==> config.mk <==
export PLATFORM = sky130hd
export DESIGN_NAME = mc_control_fsm
export DESIGN_NICKNAME = d
export VERILOG_FILES = /design/src/rtl/ctrl_pkg.sv /design/src/rtl/alu_op_decode.sv /design/src/rtl/mc_control_fsm.sv
export SDC_FILE = /design/constraint.sdc
export NUM_CORES = 1
export LEC_CHECK = 0
export BUFFER_PORTS_ARGS = -buffer_cell sky130_fd_sc_hd__buf_2
export CAP_MARGIN = 20
export CORE_MARGIN = 2
export CORE_UTILIZATION = 42
export CTS_CLUSTER_DIAMETER = 30
export CTS_CLUSTER_SIZE = 25
export DETAILED_ROUTE_END_ITERATION = 16
export GPL_TIMING_DRIVEN = 0
export PLACE_DENSITY = 0.75
export SYNTH_ARGS = -nofsm -noshare
export SYNTH_HDL_FRONTEND = slang
export SYNTH_SLANG_ARGS = --single-unit
==> constraint.sdc <==
create_clock -name clk -period 2.16 [get_ports clk]
set_input_delay 0 -clock clk [delete_from_list [all_inputs] [get_ports clk]]
set_output_delay 0 -clock clk [all_outputs]
set_load 0.05 [all_outputs]
==> src/rtl/ctrl_pkg.sv <==
// Shared definitions for the multi-cycle RV32I control unit: FSM states, opcodes,
// ALU operation encodings and datapath select codes.
package ctrl_pkg;

    typedef enum logic [4:0] {
        S_IDLE,
        S_FETCH,
        S_DECODE,
        S_EXEC_R,
        S_EXEC_I,
        S_ALU_WB,
        S_MEM_ADDR,
        S_MEM_RD,
        S_MEM_WB,
        S_MEM_WR,
        S_BRANCH,
        S_JAL,
        S_JALR1,
        S_JALR2,
        S_LUI,
        S_AUIPC,
        S_TRAP
    } state_e;

    // Which decode rules the ALU-op decoder applies in the current state
    typedef enum logic [1:0] {
        OPC_ADD,
        OPC_R,
        OPC_I,
        OPC_BRANCH
    } op_class_e;

    localparam logic [6:0] OP_R      = 7'b0110011;
    localparam logic [6:0] OP_I      = 7'b0010011;
    localparam logic [6:0] OP_LOAD   = 7'b0000011;
    localparam logic [6:0] OP_STORE  = 7'b0100011;
    localparam logic [6:0] OP_BRANCH = 7'b1100011;
    localparam logic [6:0] OP_JAL    = 7'b1101111;
    localparam logic [6:0] OP_JALR   = 7'b1100111;
    localparam logic [6:0] OP_LUI    = 7'b0110111;
    localparam logic [6:0] OP_AUIPC  = 7'b0010111;

    localparam logic [3:0] ALU_ADD  = 4'b0000;
    localparam logic [3:0] ALU_SUB  = 4'b0001;
    localparam logic [3:0] ALU_AND  = 4'b0010;
    localparam logic [3:0] ALU_OR   = 4'b0011;
    localparam logic [3:0] ALU_SRA  = 4'b0100;
    localparam logic [3:0] ALU_SLT  = 4'b0101;
    localparam logic [3:0] ALU_SRL  = 4'b0110;
    localparam logic [3:0] ALU_SLL  = 4'b0111;
    localparam logic [3:0] ALU_SLTU = 4'b1000;
    localparam logic [3:0] ALU_XOR  = 4'b1001;

    localparam logic [1:0] SRC_A_PC    = 2'b00;
    localparam logic [1:0] SRC_A_OLDPC = 2'b01;
    localparam logic [1:0] SRC_A_RS1   = 2'b10;
    localparam logic [1:0] SRC_A_ZERO  = 2'b11;

    localparam logic [1:0] SRC_B_RS2  = 2'b00;
    localparam logic [1:0] SRC_B_IMM  = 2'b01;
    localparam logic [1:0] SRC_B_FOUR = 2'b10;

    localparam logic [1:0] RES_ALUOUT = 2'b00;
    localparam logic [1:0] RES_MEM    = 2'b01;
    localparam logic [1:0] RES_ALU    = 2'b10;

endpackage

==> src/rtl/alu_op_decode.sv <==
// Combinational funct3/funct7 decode into an ALU operation plus an illegal-encoding flag.
// Illegal encodings report add so the datapath sees a benign operation.
module alu_op_decode
    import ctrl_pkg::*;
(
    input  op_class_e   i_class,
    input  logic [2:0]  i_funct3,
    input  logic [6:0]  i_funct7,
    output logic [3:0]  o_aluc,
    output logic        o_illegal
);

    logic w_is_r;
    logic w_alt;

    assign w_is_r = (i_class == OPC_R);
    assign w_alt  = (i_funct7 == 7'b0100000);

    always_comb begin
        // NOTE: every output gets a default first so no path through the case leaves one unassigned (no latch).
        o_aluc    = ALU_ADD;
        o_illegal = 1'b0;
        case (i_class)
            OPC_R, OPC_I: begin
                case (i_funct3)
                    3'b000:  o_aluc = (w_is_r && i_funct7[5]) ? ALU_SUB : ALU_ADD;
                    3'b001:  o_aluc = ALU_SLL;
                    3'b010:  o_aluc = ALU_SLT;
                    3'b011:  o_aluc = ALU_SLTU;
                    3'b100:  o_aluc = ALU_XOR;
                    3'b101:  o_aluc = i_funct7[5] ? ALU_SRA : ALU_SRL;
                    3'b110:  o_aluc = ALU_OR;
                    default: o_aluc = ALU_AND;
                endcase
                // I-type funct7 is immediate data except for the shift-amount forms
                if (w_is_r) begin
                    o_illegal = !((i_funct7 == 7'b0000000) ||
                                  (w_alt && (i_funct3 == 3'b000 || i_funct3 == 3'b101)));
                end else if (i_funct3 == 3'b001) begin
                    o_illegal = (i_funct7 != 7'b0000000);
                end else if (i_funct3 == 3'b101) begin
                    o_illegal = !((i_funct7 == 7'b0000000) || w_alt);
                end
                if (o_illegal) begin
                    o_aluc = ALU_ADD;
                end
            end
            OPC_BRANCH: begin
                o_aluc    = ALU_SUB;
                o_illegal = (i_funct3 == 3'b010) || (i_funct3 == 3'b011);
            end
            default: ;
        endcase
    end

endmodule

==> src/rtl/mc_control_fsm.sv <==
// Multi-cycle RV32I control FSM: sequences fetch/decode/execute/memory/writeback and
// drives the datapath enables, operand selects and ALU operation for each state.
module mc_control_fsm
    import ctrl_pkg::*;
#(
    parameter int unsigned RESET_FETCH = 1
) (
    input  logic        clk,
    input  logic        rst,
    input  logic        start,
    input  logic [31:0] instr,
    input  logic        mem_ready,
    input  logic        zero,
    input  logic        cout,
    input  logic        overflow,
    input  logic        sign,
    output logic        pc_write,
    output logic        old_pc_write,
    output logic        ir_write,
    output logic        iord,
    output logic        mem_read,
    output logic        mem_write,
    output logic        reg_write,
    output logic [1:0]  alu_src_a,
    output logic [1:0]  alu_src_b,
    output logic [3:0]  aluc,
    output logic [1:0]  result_src,
    output logic        fault
);

    localparam state_e RESET_STATE = (RESET_FETCH != 0) ? S_FETCH : S_IDLE;

    state_e      r_state;
    state_e      w_next;
    op_class_e   w_class;
    logic [6:0]  w_opcode;
    logic [2:0]  w_funct3;
    logic [3:0]  w_aluc;
    logic        w_illegal;
    logic        w_taken;
    logic        w_unused;

    assign w_opcode = instr[6:0];
    assign w_funct3 = instr[14:12];
    assign w_unused = ^{instr[24:15], instr[11:7]};

    // NOTE: state uses non-blocking assignment; the synchronous reset is just the highest-priority branch.
    always_ff @(posedge clk) begin
        if (rst) begin
            r_state <= RESET_STATE;
        end else begin
            r_state <= w_next;
        end
    end

    always_comb begin
        case (r_state)
            S_EXEC_R: w_class = OPC_R;
            S_EXEC_I: w_class = OPC_I;
            S_BRANCH: w_class = OPC_BRANCH;
            default:  w_class = OPC_ADD;
        endcase
    end

    alu_op_decode u_alu_op_decode (
        .i_class   (w_class),
        .i_funct3  (w_funct3),
        .i_funct7  (instr[31:25]),
        .o_aluc    (w_aluc),
        .o_illegal (w_illegal)
    );

    // Branch condition from the flags of the rs1 - rs2 subtraction
    always_comb begin
        case (w_funct3)
            3'b000:  w_taken = zero;
            3'b001:  w_taken = ~zero;
            3'b100:  w_taken = sign ^ overflow;
            3'b101:  w_taken = ~(sign ^ overflow);
            3'b110:  w_taken = ~cout;
            3'b111:  w_taken = cout;
            default: w_taken = 1'b0;
        endcase
    end

    always_comb begin
        w_next       = r_state;
        pc_write     = 1'b0;
        old_pc_write = 1'b0;
        ir_write     = 1'b0;
        iord         = 1'b0;
        mem_read     = 1'b0;
        mem_write    = 1'b0;
        reg_write    = 1'b0;
        alu_src_a    = SRC_A_PC;
        alu_src_b    = SRC_B_RS2;
        aluc         = ALU_ADD;
        result_src   = RES_ALUOUT;
        fault        = 1'b0;

        case (r_state)
            S_IDLE: begin
                if (start) w_next = S_FETCH;
            end
            S_FETCH: begin
                mem_read  = 1'b1;
                alu_src_b = SRC_B_FOUR;
                if (mem_ready) begin
                    ir_write     = 1'b1;
                    pc_write     = 1'b1;
                    old_pc_write = 1'b1;
                    w_next       = S_DECODE;
                end
            end
            S_DECODE: begin
                alu_src_a = SRC_A_OLDPC;
                alu_src_b = SRC_B_IMM;
                case (w_opcode)
                    OP_R:               w_next = S_EXEC_R;
                    OP_I:               w_next = S_EXEC_I;
                    OP_LOAD, OP_STORE:  w_next = S_MEM_ADDR;
                    OP_BRANCH:          w_next = S_BRANCH;
                    OP_JAL:             w_next = S_JAL;
                    OP_JALR:            w_next = S_JALR1;
                    OP_LUI:             w_next = S_LUI;
                    OP_AUIPC:           w_next = S_AUIPC;
                    default:            w_next = S_TRAP;
                endcase
            end
            S_EXEC_R, S_EXEC_I: begin
                alu_src_a = SRC_A_RS1;
                alu_src_b = (r_state == S_EXEC_R) ? SRC_B_RS2 : SRC_B_IMM;
                aluc      = w_aluc;
                w_next    = w_illegal ? S_TRAP : S_ALU_WB;
            end
            S_ALU_WB: begin
                reg_write  = 1'b1;
                result_src = RES_ALUOUT;
                w_next     = S_FETCH;
            end
            S_MEM_ADDR: begin
                alu_src_a = SRC_A_RS1;
                alu_src_b = SRC_B_IMM;
                w_next    = (w_opcode == OP_STORE) ? S_MEM_WR : S_MEM_RD;
            end
            S_MEM_RD: begin
                mem_read = 1'b1;
                iord     = 1'b1;
                if (mem_ready) w_next = S_MEM_WB;
            end
            S_MEM_WB: begin
                reg_write  = 1'b1;
                result_src = RES_MEM;
                w_next     = S_FETCH;
            end
            S_MEM_WR: begin
                mem_write = 1'b1;
                iord      = 1'b1;
                if (mem_ready) w_next = S_FETCH;
            end
            S_BRANCH: begin
                alu_src_a = SRC_A_RS1;
                alu_src_b = SRC_B_RS2;
                aluc      = w_aluc;
                pc_write  = w_taken & ~w_illegal;
                w_next    = w_illegal ? S_TRAP : S_FETCH;
            end
            S_JAL, S_JALR2: begin
                // rd = old_pc + 4 from the live ALU; PC loads the target held in ALU-out
                alu_src_a  = SRC_A_OLDPC;
                alu_src_b  = SRC_B_FOUR;
                reg_write  = 1'b1;
                result_src = RES_ALU;
                pc_write   = 1'b1;
                w_next     = S_FETCH;
            end
            S_JALR1: begin
                alu_src_a = SRC_A_RS1;
                alu_src_b = SRC_B_IMM;
                w_next    = S_JALR2;
            end
            S_LUI: begin
                alu_src_a = SRC_A_ZERO;
                alu_src_b = SRC_B_IMM;
                w_next    = S_ALU_WB;
            end
            S_AUIPC: begin
                alu_src_a = SRC_A_OLDPC;
                alu_src_b = SRC_B_IMM;
                w_next    = S_ALU_WB;
            end
            S_TRAP: begin
                fault = 1'b1;
            end
            default: w_next = S_TRAP;
        endcase

        // Reset forces every output low in the same cycle, dropping any pending request
        if (rst) begin
            pc_write     = 1'b0;
            old_pc_write = 1'b0;
            ir_write     = 1'b0;
            iord         = 1'b0;
            mem_read     = 1'b0;
            mem_write    = 1'b0;
            reg_write    = 1'b0;
            alu_src_a    = SRC_A_PC;
            alu_src_b    = SRC_B_RS2;
            aluc         = ALU_ADD;
            result_src   = RES_ALUOUT;
            fault        = 1'b0;
        end
    end

endmodule

=== Word level (Yosys, flattened, before mapping) ===
Index checks and enable logic that the tools add are counted.
W data, S select, Z words.

* Eq/ne operators: 40
* Muxes and demuxes: 45
* Bitwise logic cells: 7
* Reductions and logical operators: 26

{| class="wikitable"
|+ Operators by type and width
! operator !! count
|-
| $pmux W5 S12 || 1
|-
| $eq A5 B4 Y1 const B || 8
|-
| $pmux W5 S8 || 1
|-
| $mux W5 || 6
|-
| $eq A7 B6 Y1 const B || 4
|-
| $pmux W4 S7 || 1
|-
| $eq A7 B7 Y1 const B || 3
|-
| $eq A5 B3 Y1 const B || 4
|-
| $mux W1 || 20
|-
| $pmux W2 S3 || 3
|-
| $mux W4 || 4
|-
| $eq A7 B5 Y1 const B || 2
|-
| $reduce_or A2 Y1 || 7
|-
| $eq A3 B3 Y1 const B || 4
|-
| $eq A5 B2 Y1 const B || 2
|-
| $reduce_or A5 Y1 || 2
|-
| $mux W2 || 4
|-
| $ne A2 B2 Y1 const B || 4
|-
| $pmux W4 S2 || 1
|-
| $reduce_or A4 Y1 || 2
|-
| $eq A7 B2 Y1 const B || 1
|-
| $logic_not A7 Y1 || 1
|-
| $reduce_bool A7 Y1 || 1
|-
| $eq A3 B2 Y1 const B || 2
|-
| 19 further kinds || 30
|}

* Register bits after elaboration: 5
* Input port bits: 40
* Output and inout bits: 18
* Word-level logic and storage cells: 119

=== Depth between registers and ports, before layout ===
Gate-level depths: netlist (run 1).

* Depth in word-level cells: 12
* Gate-level depth with buffers: 11
* Gate-level depth less buffers: 10

=== Hierarchy ===
Synthesis (run 1) repeated with hierarchy kept, for this count alone.

* Cells, all modules: 182
* Area total of the unflattened synthesis: 1,211.2 um^2

{| class="wikitable"
|+ By module, submodules not included
! module !! instances !! cells each !! area each (um^2) !! seq. area each (um^2)
|-
| mc_control_fsm || 1 || 150 || 989.7 || 100.1
|-
| alu_op_decode || 1 || 32 || 221.5 || 0.0
|}

=== Worst setup path after synthesis (run 1) ===
No wires, ideal clock.

* Path type: register -> output
* Start: register r_state[1]
* End: output port old_pc_write
* Arrival time: 2,880 ps
* Data required time: 2,160 ps
* Slack: -720 ps
* Stages on the path, launching flop included: 5
* Buffers on the path: 3
* Cell sequence: dfxtp_1 > clkbuf_1 > clkbuf_1 > nor4b_1 > buf_4

* Word-level cells in the longest chain between the ends: 3

{| class="wikitable"
|+ Ends and longest elaborated chain
! what !! RTL line !! source
|-
| from (decl) || mc_control_fsm.sv:33 || <nowiki>state_e r_state;</nowiki>
|-
| from (signal assigned) || mc_control_fsm.sv:52 || <nowiki>r_state <= w_next;</nowiki>
|-
| $eq A5 B1 Y1 || n/a ||
|-
| $mux W1 (2 in series) || n/a ||
|-
| to (decl) || mc_control_fsm.sv:18 || <nowiki>output logic old_pc_write,</nowiki>
|}

No other way between the ends.

=== Worst setup path in the final report (run 1) ===
* Start: register r_state[3]
* End: output port pc_write

* Word-level cells in the longest chain between the ends: 10
* Elaborated cells on any way between the ends: 19
* Those cells by class: 9 x eq/ne; 6 x mux; 2 x bitwise; 2 x reduce/logical

{| class="wikitable"
|+ Ends and longest elaborated chain
! what !! RTL line !! source
|-
| $eq A5 B4 Y1, or another cell as far along || mc_control_fsm.sv:57, mc_control_fsm.sv:101 ||
|-
| $pmux W2 S3 || mc_control_fsm.sv:57 || <nowiki>case (r_state)</nowiki>
|-
| $eq A2 B1 Y1 || alu_op_decode.sv:16, alu_op_decode.sv:23 ||
|-
| $mux W1 || alu_op_decode.sv:36 || <nowiki>if (w_is_r) begin</nowiki>
|-
| $mux W1 || alu_op_decode.sv:23 || <nowiki>case (i_class)</nowiki>
|-
| $pmux W1 S2 || alu_op_decode.sv:23 ||
|-
| $not A1 Y1 || mc_control_fsm.sv:165 || <nowiki>pc_write = w_taken & ~w_illegal;</nowiki>
|-
| $and A1 B1 Y1 || mc_control_fsm.sv:165 ||
|-
| $pmux W1 S3 (*) || mc_control_fsm.sv:101 || <nowiki>case (r_state)</nowiki>
|-
| $mux W1 (*) || mc_control_fsm.sv:199 || <nowiki>if (rst) begin</nowiki>
|-
| to (decl) || mc_control_fsm.sv:17 || <nowiki>output logic pc_write,</nowiki>
|}

Mark *: on every way between the ends. The rest lies on a longest branch, timed or not. The select of a mux whose other input is x is not followed.

==> flow_metrics.py, run 1 <==
metrics = {
    "setup_path": {
        "cp.required_ns": 2.16,
        "crit_arrival_ns": 2.32,
        "end_kind": "output pin",
        "crit_path_top_delay_cell": "or3_4",
        "cp_common_cell": "buf_6",
        "max_stage_delay_ns": 0.36,
        "cp_cell_sequence": "buf_6 > nand2_4 > nor2_4 > a21oi_2 > or3_4 > ha_4 > buf_4 > o221ai_4 > nor3_4 > o32ai_4 > buf_6",
        "crit_path_max_fanout": 4,
        "r2r_slack_ns": -0.13,
        "crit_type": "reg -> out",
        "startpoint_type": "flip-flop",
    },
    "yosys": {
        "yosysMostFrequentCell": "nor2_1",
        "netlist_instances": 173,
        "synth.ff_latch_count": 5,
        "syn_area_um2": 1162,
        "yosys.cell_types.count": 57,
        "async_flop_share": 0,
        "synth_fp_nets": 216,
        "synthTopCellsByCount": "21 x nor2_1, 19 x a21oi_1, 18 x nand2_1, 8 x inv_1, 7 x clkbuf_1",
        "yosys-top-cells-area": "dfxtp_1 8.6%, a21oi_1 8.2%, nor2_1 6.8%, nand2_1 5.8%, ha_1 3.2%",
        "synth_top_area_frac": 0.08611,
        "avgSynthCellArea_um2": 6.719,
        "synth_edf_count": 0,
        "yosys_warnings": 0,
        "yosysSeqAreaShare": 0.08611,
        "synth-main-ff-cell": "dfxtp_1",
        "synth_top_area_cell": "dfxtp_1",
    },
    "floorplan": {
        "start_util": 0.4327,
        "die_y_um": 56.61,
        "die_area_um2": 3204,
        "row_count": 19,
        "die_x_um": 56.61,
        "ios": 58,
        "core_um2": 2686,
    },
    "layout": {
        "fill_cells": 237,
        "regArea_um2": 110.1,
        "reg_top3": "r_state x5",
        "multi_input_area_um2": 1106,
        "drive_gt1_frac": 0.4206,
        "num-nets-final": 277,
        "num_antenna_cells": 0,
        "instances_no_fill": 264,
        "largest_reg_flops": 5,
        "area_growth_pct": 50.38,
        "regMostFlops": "r_state",
    },
    "timing": {
        "fin_tns_setup_ns": -0.8612,
        "hold_viol": 0,
        "slew_viol_final": 0,
        "fin_crit_ns": 2.319,
        "fin_skew_ns": 0.001414,
        "worst_slew_pin_slew_ns": 0.4809,
        "setup_viol": 7,
        "setup_ws_ns": -0.1589,
        "rsz0062_at_grt": "true",
        "clock.fmax_ghz": 0.4312,
        "finalCritPeriodShare": 1.074,
        "slew_headroom": 0.6794,
    },
    "clock_tree": {
        "cts_sinks": 5,
        "htree_levels": 1,
        "ctsLongestPathBuffers": 2,
        "cts_tree": "yes",
        "cts_made_buffers": 3,
        "clk_latency_ns": 0.24,
        "root_buffer": "clkbuf_4",
        "cts_hold_buf": 0,
        "path_clk_slew_ns": 0.04,
    },
    "placed_design": {
        "portBuffers": 39,
        "dp_hpwl_um": 2674,
        "gp_congestion": 0.8791,
        "dp_cells": 243,
    },
    "detailed_routing": {
        "drtIter0Drc": 79,
        "routed_wl_um": 3821,
        "dr.pass1.iters": 4,
        "via_per_inst": 6.034,
        "postRouteAntennaNets": 0,
        "via_count": 1593,
        "avgRoutedWirePerCell_um": 14.47,
        "route.detailed.drc": 0,
    },
    "run_status": {
        "violations": "negative setup slack",
        "outcome": "finished with violations",
    },
    "grt": {
        "grt_max_degree": 13,
        "antenna_found_initial": 0,
        "grt.total_usage": 0.2378,
        "grt_pass1_vias": 1474,
        "grt-ovfl-total": 0,
        "grt_pass1_wl_um": 6251,
    },
    "job": {
        "drv_cap": 0,
    },
    "worst_hold_path": {
        "min_path_type": "in -> reg",
    },
    "pwr": {
        "power_density_nw_per_um2": 811.2,
        "ir_worst_vdd_uv": 626.6,
        "leakage_nw": 0.7893,
    },
}
[placed cells by master (no fill, tap or decap), drive strengths merged, types with 5 or more instances in the layout]
cell    Yosys  layout
clkbuf      7      10
buf         5      62
o21ai       5       5
inv         8       8
nand3b      6       6
dfxtp       5       5
or3         5       5
a211oi      5       5
a21oi      19      19
or2         8       8
nor2       21      21
nand2      18      18
[report_power, final]
part           switching (mW)  internal (mW)  total [mW]
registers              0.0513          0.129       0.180
logic                   0.684          0.446        1.13
clock network          0.0377         0.0698       0.108
[critical path, delay by kind of cell (launching register included)]
family                     cells  cell delay [ns]
and+or+nand+nor                4             0.58
adders and majority gates      1             0.18
buffers and inverters          3             0.44
DFF                            1             0.33
AOI/OAI and AO/OA              3             0.53
[area by class of cell]
class | instances | share of cell area
plain buffers | 11 | 0.04080
flip-flops and latches | 5 | 0.06299
well taps | 31 | 0.02219
multi-input cells | 148 | 0.6328
repair buffers | 57 | 0.2090
clock buffers | 4 | 0.01503
inverters | 8 | 0.01718
[per-layer routing]
metal / up-vias / share of wire / track usage
li1: 755 / - / -
met1: 729 / 0.40 / 0.3034
met2: 97 / 0.49 / 0.4120
met3: 12 / 0.096 / 0.03456
met4: 0 / 0.018 / 0.06803
met5: - / 0 / 0
[path summary, 6_finish.rpt]
| check | end | depth (start not counted) | start |
|---|---|---|---|
| min reg2reg | r_state[4] | 2 | r_state[4] |
| max | pc_write | 11 | r_state[3] |
| min | r_state[1] | 2 | rst |
| max reg2reg | r_state[0] | 11 | r_state[3] |
[cell families (layout without fill, tap and decap cells)]
family | count (synthesis) | after routing | share of synthesized area
buffers and inverters | 20 | 80 | 0.07104
flip-flops | 5 | 5 | 0.08612
XOR/XNOR | 6 | 6 | 0.04521
multiplexers | 2 | 2 | 0.01722
AO/OA/AOI/OAI | 56 | 56 | 0.3703
AND/OR/NAND/NOR | 81 | 81 | 0.3778
adder cells (fa/ha/maj) | 3 | 3 | 0.03230
[repair_timing]
item	4_1_cts	5_1_grt
endpoints found under the setup margin	7	8
pin swaps	4	4
resized for setup	27	6
endpoints found under the hold margin	0	0
setup buffers	14	4
[metrics by stage]
step / hold WS, ns / power, mW / setup slack (ns) / area [µm²] / util
CTS: 0.02200 / 1.346 / -0.1619 / 1693 / 0.6302
detailed placement: 0.2671 / 1.111 / -0.1681 / 1488 / 0.5538
global placement: 0.2641 / 1.110 / -0.1633 / 1488 / 0.5538
finish: 0.03143 / 1.418 / -0.1589 / 1748 / 0.6507
global route: 0.03994 / 1.511 / -0.2332 / 1748 / 0.6507
floorplan: 0.06907 / 0.9088 / -0.008562 / 1254 / -
(Power assumes the default switching activity.)
==> inputs of run 2 (changes only) <==
--- a/config.mk
+++ b/config.mk
@@ -12,7 +12,6 @@
 export CTS_CLUSTER_DIAMETER = 30
 export CTS_CLUSTER_SIZE = 25
 export DETAILED_ROUTE_END_ITERATION = 16
-export GPL_TIMING_DRIVEN = 0
 export PLACE_DENSITY = 0.75
 export SYNTH_ARGS = -nofsm -noshare
 export SYNTH_HDL_FRONTEND = slang
==> run 2 against run 1 <==
The flow still finishes with violations (negative setup slack). Final cell count shrank 1.9%. Highest routed layer unchanged. Sequential power shrank 15%. Non-clock buffer count shrank 5. Largest cell class unchanged. Via count shrank 6.1%. Maximum frequency grew 4.8%. Critical endpoint is now aluc[1]. Largest power group unchanged.
==> flow_metrics.py, run 2 (synthesis results as in run 1) <==
metrics = {
    "timing": {
        "finalCritPeriodShare": 1.024,
        "worst_slew_pin_slew_ns": 0.3625,
        "slew_viol_final": 0,
        "fin_crit_ns": 2.213,
        "hold_viol": 0,
        "setup_viol": 6,
        "rsz0062_at_grt": "true",
        "clock.fmax_ghz": 0.4519,
        "fin_skew_ns": 0.004936,
        "setup_ws_ns": -0.05283,
        "fin_tns_setup_ns": -0.2458,
        "slew_headroom": 0.7561,
    },
    "worst_hold_path": {
        "hold_end": "r_state[3]",
        "holdPathStages": 3,
        "min_path_type": "in -> reg",
        "min_from": "mem_ready",
    },
    "layout": {
        "regArea_um2": 107.6,
        "fill_cells": 247,
        "drive_gt1_frac": 0.3991,
        "final_core_util": 0.6246,
        "num_antenna_cells": 0,
        "reg_top3": "r_state x5",
        "mostFrequentLayoutCells": "37 x buf_2, 20 x buf_4, 19 x nor2_1",
        "area_growth_pct": 44.35,
        "multi_input_area_um2": 1070,
        "design_area_um2": 1678,
        "mostFrequentLayoutCell": "buf_2",
        "instances_no_fill": 259,
        "num-nets-final": 272,
        "largest_reg_flops": 5,
        "regMostFlops": "r_state",
    },
    "clock_tree": {
        "cts_tree": "yes",
        "cts_made_buffers": 3,
        "ctsLongestPathBuffers": 2,
        "cts_sinks": 5,
        "path_clk_slew_ns": 0.04,
        "clk_latency_ns": 0.24,
        "htree_levels": 1,
        "root_buffer": "clkbuf_4",
    },
    "detailed_routing": {
        "drtIter0Drc": 82,
        "avgRoutedWirePerCell_um": 12.93,
        "via_count": 1496,
        "via_per_inst": 5.776,
        "postRouteAntennaNets": 0,
        "routed_wl_um": 3349,
        "dr.pass1.iters": 4,
        "route.detailed.drc": 0,
    },
    "placed_design": {
        "dp_cells": 249,
        "portBuffers": 42,
        "gp_congestion": 0.9144,
        "placed_area_um2": 1543,
        "dp_hpwl_um": 2591,
    },
    "setup_path": {
        "path_buf_inv": 2,
        "cp.required_ns": 2.16,
        "crit_type": "reg -> out",
        "crit_path_top_delay_cell": "dfxtp_4",
        "crit_path_max_fanout": 5,
        "startpoint_type": "flip-flop",
        "r2r_slack_ns": -0.05,
        "end_kind": "output pin",
        "reg2reg_from": "r_state[3]",
        "max_stage_delay_ns": 0.37,
        "cp_cell_sequence": "nand2_2 > nor2_1 > a21oi_1 > or3_4 > ha_4 > buf_4 > o221ai_4 > nand3b_4 > nor3_4 > buf_6",
        "crit_arrival_ns": 2.21,
        "cpLargestDelayFamily": "simple AND/OR/NAND/NOR gates",
        "r2r_end": "r_state[0]",
        "reg2reg_depth": 10,
    },
    "pwr": {
        "swShare": 0.5404,
        "ir_worst_vdd_uv": 674.9,
        "power_mw": 1.339,
        "p_sw_mw": 0.7234,
        "p_comb_frac": 0.804,
        "seqPwrFrac": 0.115,
        "power.internal_mw": 0.6152,
        "leakage_nw": 0.7635,
        "power_density_nw_per_um2": 797.8,
        "power_frac_clock": 0.081,
    },
    "grt": {
        "grt_pass1_wl_um": 5858,
        "antenna_found_initial": 0,
        "grt_max_degree": 14,
        "grt_pass1_vias": 1361,
        "grt.total_usage": 0.2219,
        "grt-ovfl-total": 0,
    },
    "job": {
        "drv_cap": 0,
    },
    "floorplan": {
        "die_x_um": 56.61,
        "start_util": 0.4327,
        "core_um2": 2686,
        "ios": 58,
        "die_y_um": 56.61,
        "row_count": 19,
        "die_area_um2": 3204,
    },
    "run_status": {
        "outcome": "finished with violations",
        "violations": "negative setup slack",
    },
}
-- run 2: cell count changes in the layout (fill, tap and decap cells not counted), sizes merged --
cell / before / now
dlygate4sd3: 0 / 1
clkbuf: 10 / 4
-- run 2: worst max path at each step --
stage | startpoint | endpoint | cells past startpoint
detailed placement | r_state[3] | pc_write | 10
global placement | r_state[3] | pc_write | 10
CTS | r_state[3] | pc_write | 9
floorplan | r_state[3] | aluc[1] | 10
global route | r_state[3] | pc_write | 9
finish | r_state[3] | aluc[1] | 10
-- run 2: tightest hold or removal path: stages --
cell    delay [ns]
buf_2         0.12
inv_1         0.11
a22o_1        0.15
-- run 2: layer usage --
layer / up-vias / track usage / wire [µm]
met5: - / 0 / 0
met4: 0 / 0.05782 / 31
met3: 4 / 0.02765 / 218
met2: 59 / 0.3688 / 1653
met1: 681 / 0.3011 / 1446
li1: 752 / - / -
-- run 2: power by group through the flow --
stage	combinational, mW	sequential (mW)	clock [mW]
after detailed placement	1.00	0.153	0
after global routing	1.17	0.159	0.118
after floorplan	0.759	0.150	0
after CTS	1.05	0.152	0.111
after global placement	0.995	0.152	0
final	1.08	0.153	0.108
-- run 2: per-stage QoR --
stage | hold WS [ns] | worst slack, ns
floorplan | 0.06907 | -0.008562
global placement | 0.2612 | -0.006050
detailed placement | 0.2644 | -0.02831
CTS | 0.1602 | -0.07688
global route | 0.1815 | -0.1638
finish | 0.1709 | -0.05283
-- run 2: final cells by class --
class,instances,area share
Sequential cell,5,0.06413
Inverter,8,0.01790
Timing Repair Buffer,63,0.2416
Tap cell,31,0.02312
Clock buffer,4,0.01566
Multi-Input combinational cell,148,0.6376
-- run 2: timing repair --
action                     CTS  global route
hold buffers                 1             0
pin swaps                    3             2
setup endpoints to repair    5             7
setup buffers                5             0
resized for setup           18             2
hold endpoints to repair     1             0
